**config.mk**
```make
export PLATFORM = sky130hd
export DESIGN_NAME = writeback_unit
export DESIGN_NICKNAME = d
export VERILOG_FILES = /design/src/rtl/writeback_unit.sv
export SDC_FILE = /design/constraint.sdc
export NUM_CORES = 1
export LEC_CHECK = 0
export ABC_CLOCK_PERIOD_IN_PS = 2200
export BUFFER_PORTS_ARGS = -buffer_cell sky130_fd_sc_hd__buf_2
export CAP_MARGIN = 30
export CORE_MARGIN = 5
export CORE_UTILIZATION = 55
export DETAILED_ROUTE_END_ITERATION = 12
export PLACE_DENSITY = 0.81
export SLEW_MARGIN = 10
export SYNTH_ARGS = -nofsm -noshare
export SYNTH_HDL_FRONTEND = slang
export SYNTH_SLANG_ARGS = --single-unit
```
**constraint.sdc**
```tcl
create_clock -name CLK -period 2.2 [get_ports CLK]
set_input_delay 0.44 -clock CLK [delete_from_list [all_inputs] [get_ports CLK]]
set_output_delay 0.44 -clock CLK [all_outputs]
set_load 0.02 [all_outputs]
```
**src/rtl/writeback_unit.sv**
```systemverilog
// Writeback stage: merges ALU results and fixed-latency loads onto the single
// register-file write port, with a one-entry skid buffer for collisions.
module writeback_unit #(
    parameter int W        = 8,
    parameter int D        = 3,
    parameter int LOAD_LAT = 2
) (
    input  logic         CLK,
    input  logic         Reset_n,
    input  logic         Alu_valid,
    input  logic [D-1:0] Alu_dest,
    input  logic [W-1:0] Alu_data,
    output logic         Alu_ready,
    input  logic         Load_start,
    input  logic [D-1:0] Load_dest,
    output logic         Load_accept,
    input  logic [W-1:0] Mem_data,
    input  logic [D-1:0] Src0_addr,
    input  logic [D-1:0] Src1_addr,
    output logic         Hazard,
    output logic         Busy,
    output logic         Reg_write_en,
    output logic [D-1:0] Reg_write_address,
    output logic [W-1:0] Reg_write_data,
    output logic [1:0]   Dbg_state
);

    typedef enum logic [1:0] {
        S_IDLE   = 2'd0,
        S_WAIT   = 2'd1,
        S_RETURN = 2'd2
    } state_e;

    localparam logic [2:0] LAT_M1 = 3'(LOAD_LAT - 1);

    state_e       state_q, state_d;
    logic [2:0]   cnt_q, cnt_d;
    logic [D-1:0] pend_dest_q, pend_dest_d;

    logic         skid_valid_q, skid_valid_d;
    logic [D-1:0] skid_dest_q, skid_dest_d;
    logic [W-1:0] skid_data_q, skid_data_d;

    logic         wr_en_q, wr_en_d;
    logic [D-1:0] wr_addr_q, wr_addr_d;
    logic [W-1:0] wr_data_q, wr_data_d;

    logic         alu_fire;
    logic         load_ret;
    logic         sel_valid;
    logic [D-1:0] sel_dest;
    logic [W-1:0] sel_data;
    logic         src_match_pend;
    logic         src_match_new;

    // Handshakes: an ALU result transfers when Alu_valid && Alu_ready in the
    // same cycle; a load request transfers when Load_start && Load_accept.
    // Requesters hold their request until it transfers.
    always_ff @(posedge CLK or negedge Reset_n) begin
        if (!Reset_n) begin
            state_q      <= S_IDLE;
            cnt_q        <= '0;
            pend_dest_q  <= '0;
            skid_valid_q <= 1'b0;
            skid_dest_q  <= '0;
            skid_data_q  <= '0;
            wr_en_q      <= 1'b0;
            wr_addr_q    <= '0;
            wr_data_q    <= '0;
        end else begin
            state_q      <= state_d;
            cnt_q        <= cnt_d;
            pend_dest_q  <= pend_dest_d;
            skid_valid_q <= skid_valid_d;
            skid_dest_q  <= skid_dest_d;
            skid_data_q  <= skid_data_d;
            wr_en_q      <= wr_en_d;
            wr_addr_q    <= wr_addr_d;
            wr_data_q    <= wr_data_d;
        end
    end

    always_comb begin
        state_d     = state_q;
        cnt_d       = cnt_q;
        pend_dest_d = pend_dest_q;
        Load_accept = 1'b0;
        case (state_q)
            S_IDLE: begin
                Load_accept = Load_start;
                if (Load_start) begin
                    pend_dest_d = Load_dest;
                    cnt_d       = LAT_M1;
                    state_d     = (LOAD_LAT == 1) ? S_RETURN : S_WAIT;
                end
            end
            S_WAIT: begin
                cnt_d = cnt_q - 3'd1;
                if (cnt_q <= 3'd1) begin
                    state_d = S_RETURN;
                end
            end
            S_RETURN: begin
                state_d = S_IDLE;
            end
            default: begin
                state_d = S_IDLE;
            end
        endcase
    end

    assign Alu_ready = !skid_valid_q;
    assign alu_fire  = Alu_valid && Alu_ready;
    assign load_ret  = (state_q == S_RETURN);

    // Priority: load return, then skid entry, then a fresh ALU result. An ALU
    // result beaten by a load return parks in the skid, so the older load
    // value is written first and the program-later ALU value lands last.
    always_comb begin
        skid_valid_d = skid_valid_q;
        skid_dest_d  = skid_dest_q;
        skid_data_d  = skid_data_q;
        sel_valid    = 1'b0;
        sel_dest     = '0;
        sel_data     = '0;
        if (load_ret) begin
            sel_valid = 1'b1;
            sel_dest  = pend_dest_q;
            sel_data  = Mem_data;
            if (alu_fire) begin
                skid_valid_d = 1'b1;
                skid_dest_d  = Alu_dest;
                skid_data_d  = Alu_data;
            end
        end else if (skid_valid_q) begin
            sel_valid    = 1'b1;
            sel_dest     = skid_dest_q;
            sel_data     = skid_data_q;
            skid_valid_d = 1'b0;
        end else if (alu_fire) begin
            sel_valid = 1'b1;
            sel_dest  = Alu_dest;
            sel_data  = Alu_data;
        end
    end

    always_comb begin
        wr_en_d   = 1'b0;
        wr_addr_d = wr_addr_q;
        wr_data_d = wr_data_q;
        if (sel_valid) begin
            wr_en_d   = (sel_dest != '0);
            wr_addr_d = sel_dest;
            wr_data_d = sel_data;
        end
    end

    assign Busy = (state_q != S_IDLE);

    // Register 0 is never written, so it can never be a real hazard.
    assign src_match_pend = (pend_dest_q != '0) &&
                            ((Src0_addr == pend_dest_q) || (Src1_addr == pend_dest_q));
    assign src_match_new  = (Load_dest != '0) &&
                            ((Src0_addr == Load_dest) || (Src1_addr == Load_dest));
    assign Hazard = (Busy && src_match_pend) ||
                    ((state_q == S_IDLE) && Load_start && src_match_new);

    assign Reg_write_en      = wr_en_q;
    assign Reg_write_address = wr_addr_q;
    assign Reg_write_data    = wr_data_q;
    assign Dbg_state         = state_q;

endmodule
```
==> metrics.yaml <==
power_and_ir_drop:
  ir_drop_v: 0.000717
  power_leakage_nw: 0.970
  power_w: 0.00258
  pwr_density_cell_nw_per_um2: 1290
worst_setup_path:
  path_cells: "or2_2 > nor2_4 > o31ai_1 > o22ai_1 > buf_2"
  crit_path_end_kind: "output port"
  cp_max_fo: 5
  critical_path_required_ps: 1760
  critPathMaxStageDelay_ps: 440
  worst_path_max_delay_cell: "dfrtp_2"
  path_class: "flip-flop to output port"
  cp.arrival_ps: 1680
  start_kind: "flip-flop"
drt:
  wl_um: 3730
  wl_per_cell_um: 15.2
  drtPass1Iterations: 4
  vias_per_cell: 5.39
  vias: 1321
  ant_nets: 0
  first_iter_violations: 41
  drc: 0
synthesis:
  ys.flop_type: "dfrtp_1"
  seq_area_frac_synth_pct: 47.3
  ys_types: 32
  synth.most_common_cell: "dfrtp_1"
  synth_area_leaders: "dfrtp_1 47%, mux2_4 8.9%, mux2i_1 4.7%"
  synth_cells: 160
  synth_nets: 194
  synth_warnings: 0
  synth_top_area_share_pct: 47.3
  synthTopCellsByCount: "32 x dfrtp_1, 17 x nand2_1, 16 x nor2_1"
  syn_avg_cell_area_um2: 10.6
  synth_edf_count: 0
  synth_area_um2: 1690
  netlist.top_cell.by_area: "dfrtp_1"
  ys_seq_elements: 32
  async_flop_share_pct: 100
cts:
  clk_pin_slew_ps: 100
  cts_hold_buf: 0
  clock_latency_ps: 350
  cts_max_level: 2
  cts_made_buffers: 5
  cts_tree: "yes"
  clockBufferDepth: 2
  numClockSinks: 32
  root_buffer: "clkbuf_4"
timing:
  grt_setup_unrepaired: "false"
  setup_viol: 0
  tightestPinTransition_ps: 698
  fmax_ghz: 0.471
  period_minus_slack_ps: 2120
  slew_violations: 0
  fin_skew_ps: 11.7
  finalCritPeriodShare_pct: 96.6
  relSlewSlack_pct: 53.4
  hold_viol_final: 0
  finalSetupTns_ps: 0
place:
  placed_area_um2: 1940
  gp_congestion: 0.768
  port_buffers: 49
  dp_hpwl_um: 2670
  place_inst: 236
grt:
  grt_pass1_vias: 1371
  grt_max_degree: 33
  grt_pass1_wl_um: 6010
  grt-ovfl-total: 0
  antenna_found_initial: 0
  grt_use_total_pct: 18.7
finish:
  syn_to_final_growth_pct: 18.3
  fin_nets: 246
  fin_area_um2: 2000
  diodes: 0
  finalNonFillerCells: 245
  post-route-util_pct: 66.7
  drive_gt1_share_pct: 37.7
die:
  core_area_um2: 3000
  num_rows: 20
  die_x_um: 65.5
  initial_core_util_pct: 56.4
  ios: 50
  die_area_um2: 4290
  die_h_um: 65.5
job:
  maxCapViolations: 0
min_path:
  worstHoldPathType: "input port to asynchronous set/reset pin"
outcome:
  status: "finished, final reports clean"
## path summary, 6_finish.rpt
path                                    from           endpoint  slack [ps]  cells past startpoint
min in group CLK                 Mem_data[3]  Reg_write_data[3]         290                      3
max in group asynchronous            Reset_n       Dbg_state[1]        1580                      1
worst min register to register      cnt_q[1]           cnt_q[1]         490                      2
worst max register to register  Dbg_state[0]     skid_dest_q[2]         450                      4
worst max-delay path            Dbg_state[1]             Hazard          80                      5
worst min-delay path                 Reset_n     skid_data_q[3]         130                      1
## report_power, final
part           switching, W  internal [W]  total, W  leakage [nW]
Clock              0.000201      0.000117  0.000319        0.0281
Combinational      0.000636      0.000550   0.00119         0.558
Sequential         0.000205      0.000868   0.00107         0.384
Total               0.00104       0.00153   0.00258         0.970
## worst max-delay path, delay by kind of cell (launching register included)
| kind | cells | cell delay [ps] |
|---|---|---|
| AND/OR/NAND/NOR | 2 | 480 |
| buffers and inverters | 1 | 180 |
| AO/OA/AOI/OAI | 2 | 230 |
| flip-flops | 1 | 440 |
## final cells by class
cell class                      instances  area [µm²]
Clock buffer                            6        41.3
Clock inverter                          1        5.00
Fill cell                             246        1000
Inverter                                4        15.0
Multi-Input combinational cell        116         822
Sequential cell                        32         803
Tap cell                               33        41.3
Timing Repair Buffer                   53         275
## state kept, by name, indices dropped and copies added (netlist names)
signal,cells
pend_dest_q,3
Dbg_state,2
Reg_write_en,1
skid_data_q,8
skid_valid_q,1
cnt_q,3
Reg_write_data,8
Reg_write_address,3
skid_dest_q,3
## cell usage in the layout (no fill, tap or decap), types with 3 or more instances in the layout
master and instances:
nand2_1 17, clkbuf_4 5, nor3_1 3, buf_2 49, mux2_4 10, mux2_2 5, o211ai_1 3, inv_1 4
a21oi_1 12, dfrtp_1 30, mux2i_1 8, buf_4 4, xnor2_1 6, xor2_1 6, o21ai_0 12, nor2_1 16
## repair_timing
action | 4_1_cts | 5_1_grt
setup buffers | 0 | 2
endpoints found under the setup margin | 0 | 1
gates resized for setup | 0 | 2
## through the flow
step           hold WS (ps)  setup WS [ps]
2_1_floorplan           144            146
4_1_cts                 144           13.4
5_1_grt                 170           7.32
3_5_place_dp            472            408
6_report                130           75.6
3_3_place_gp            463            450
## cells by family after synthesis
kind of cell	share of synthesized area (%)
XOR/XNOR	6.21
AND/OR/NAND/NOR	12.1
flip-flops	47.3
buffers and inverters	4.14
adder cells (fa/ha/maj)	1.48
multiplexers	16.9
AO/OA/AOI/OAI	11.8
## per-layer routing
metal | global-route usage [%] | wire [µm] | vias up
met5 | 0 | 0 | -
met4 | 8.81 | 74 | 0
met3 | 6.67 | 208 | 10
met1 | 19.9 | 1540 | 626
li1 | - | - | 650
met2 | 32.7 | 1900 | 35
(Power assumes the default switching activity.)
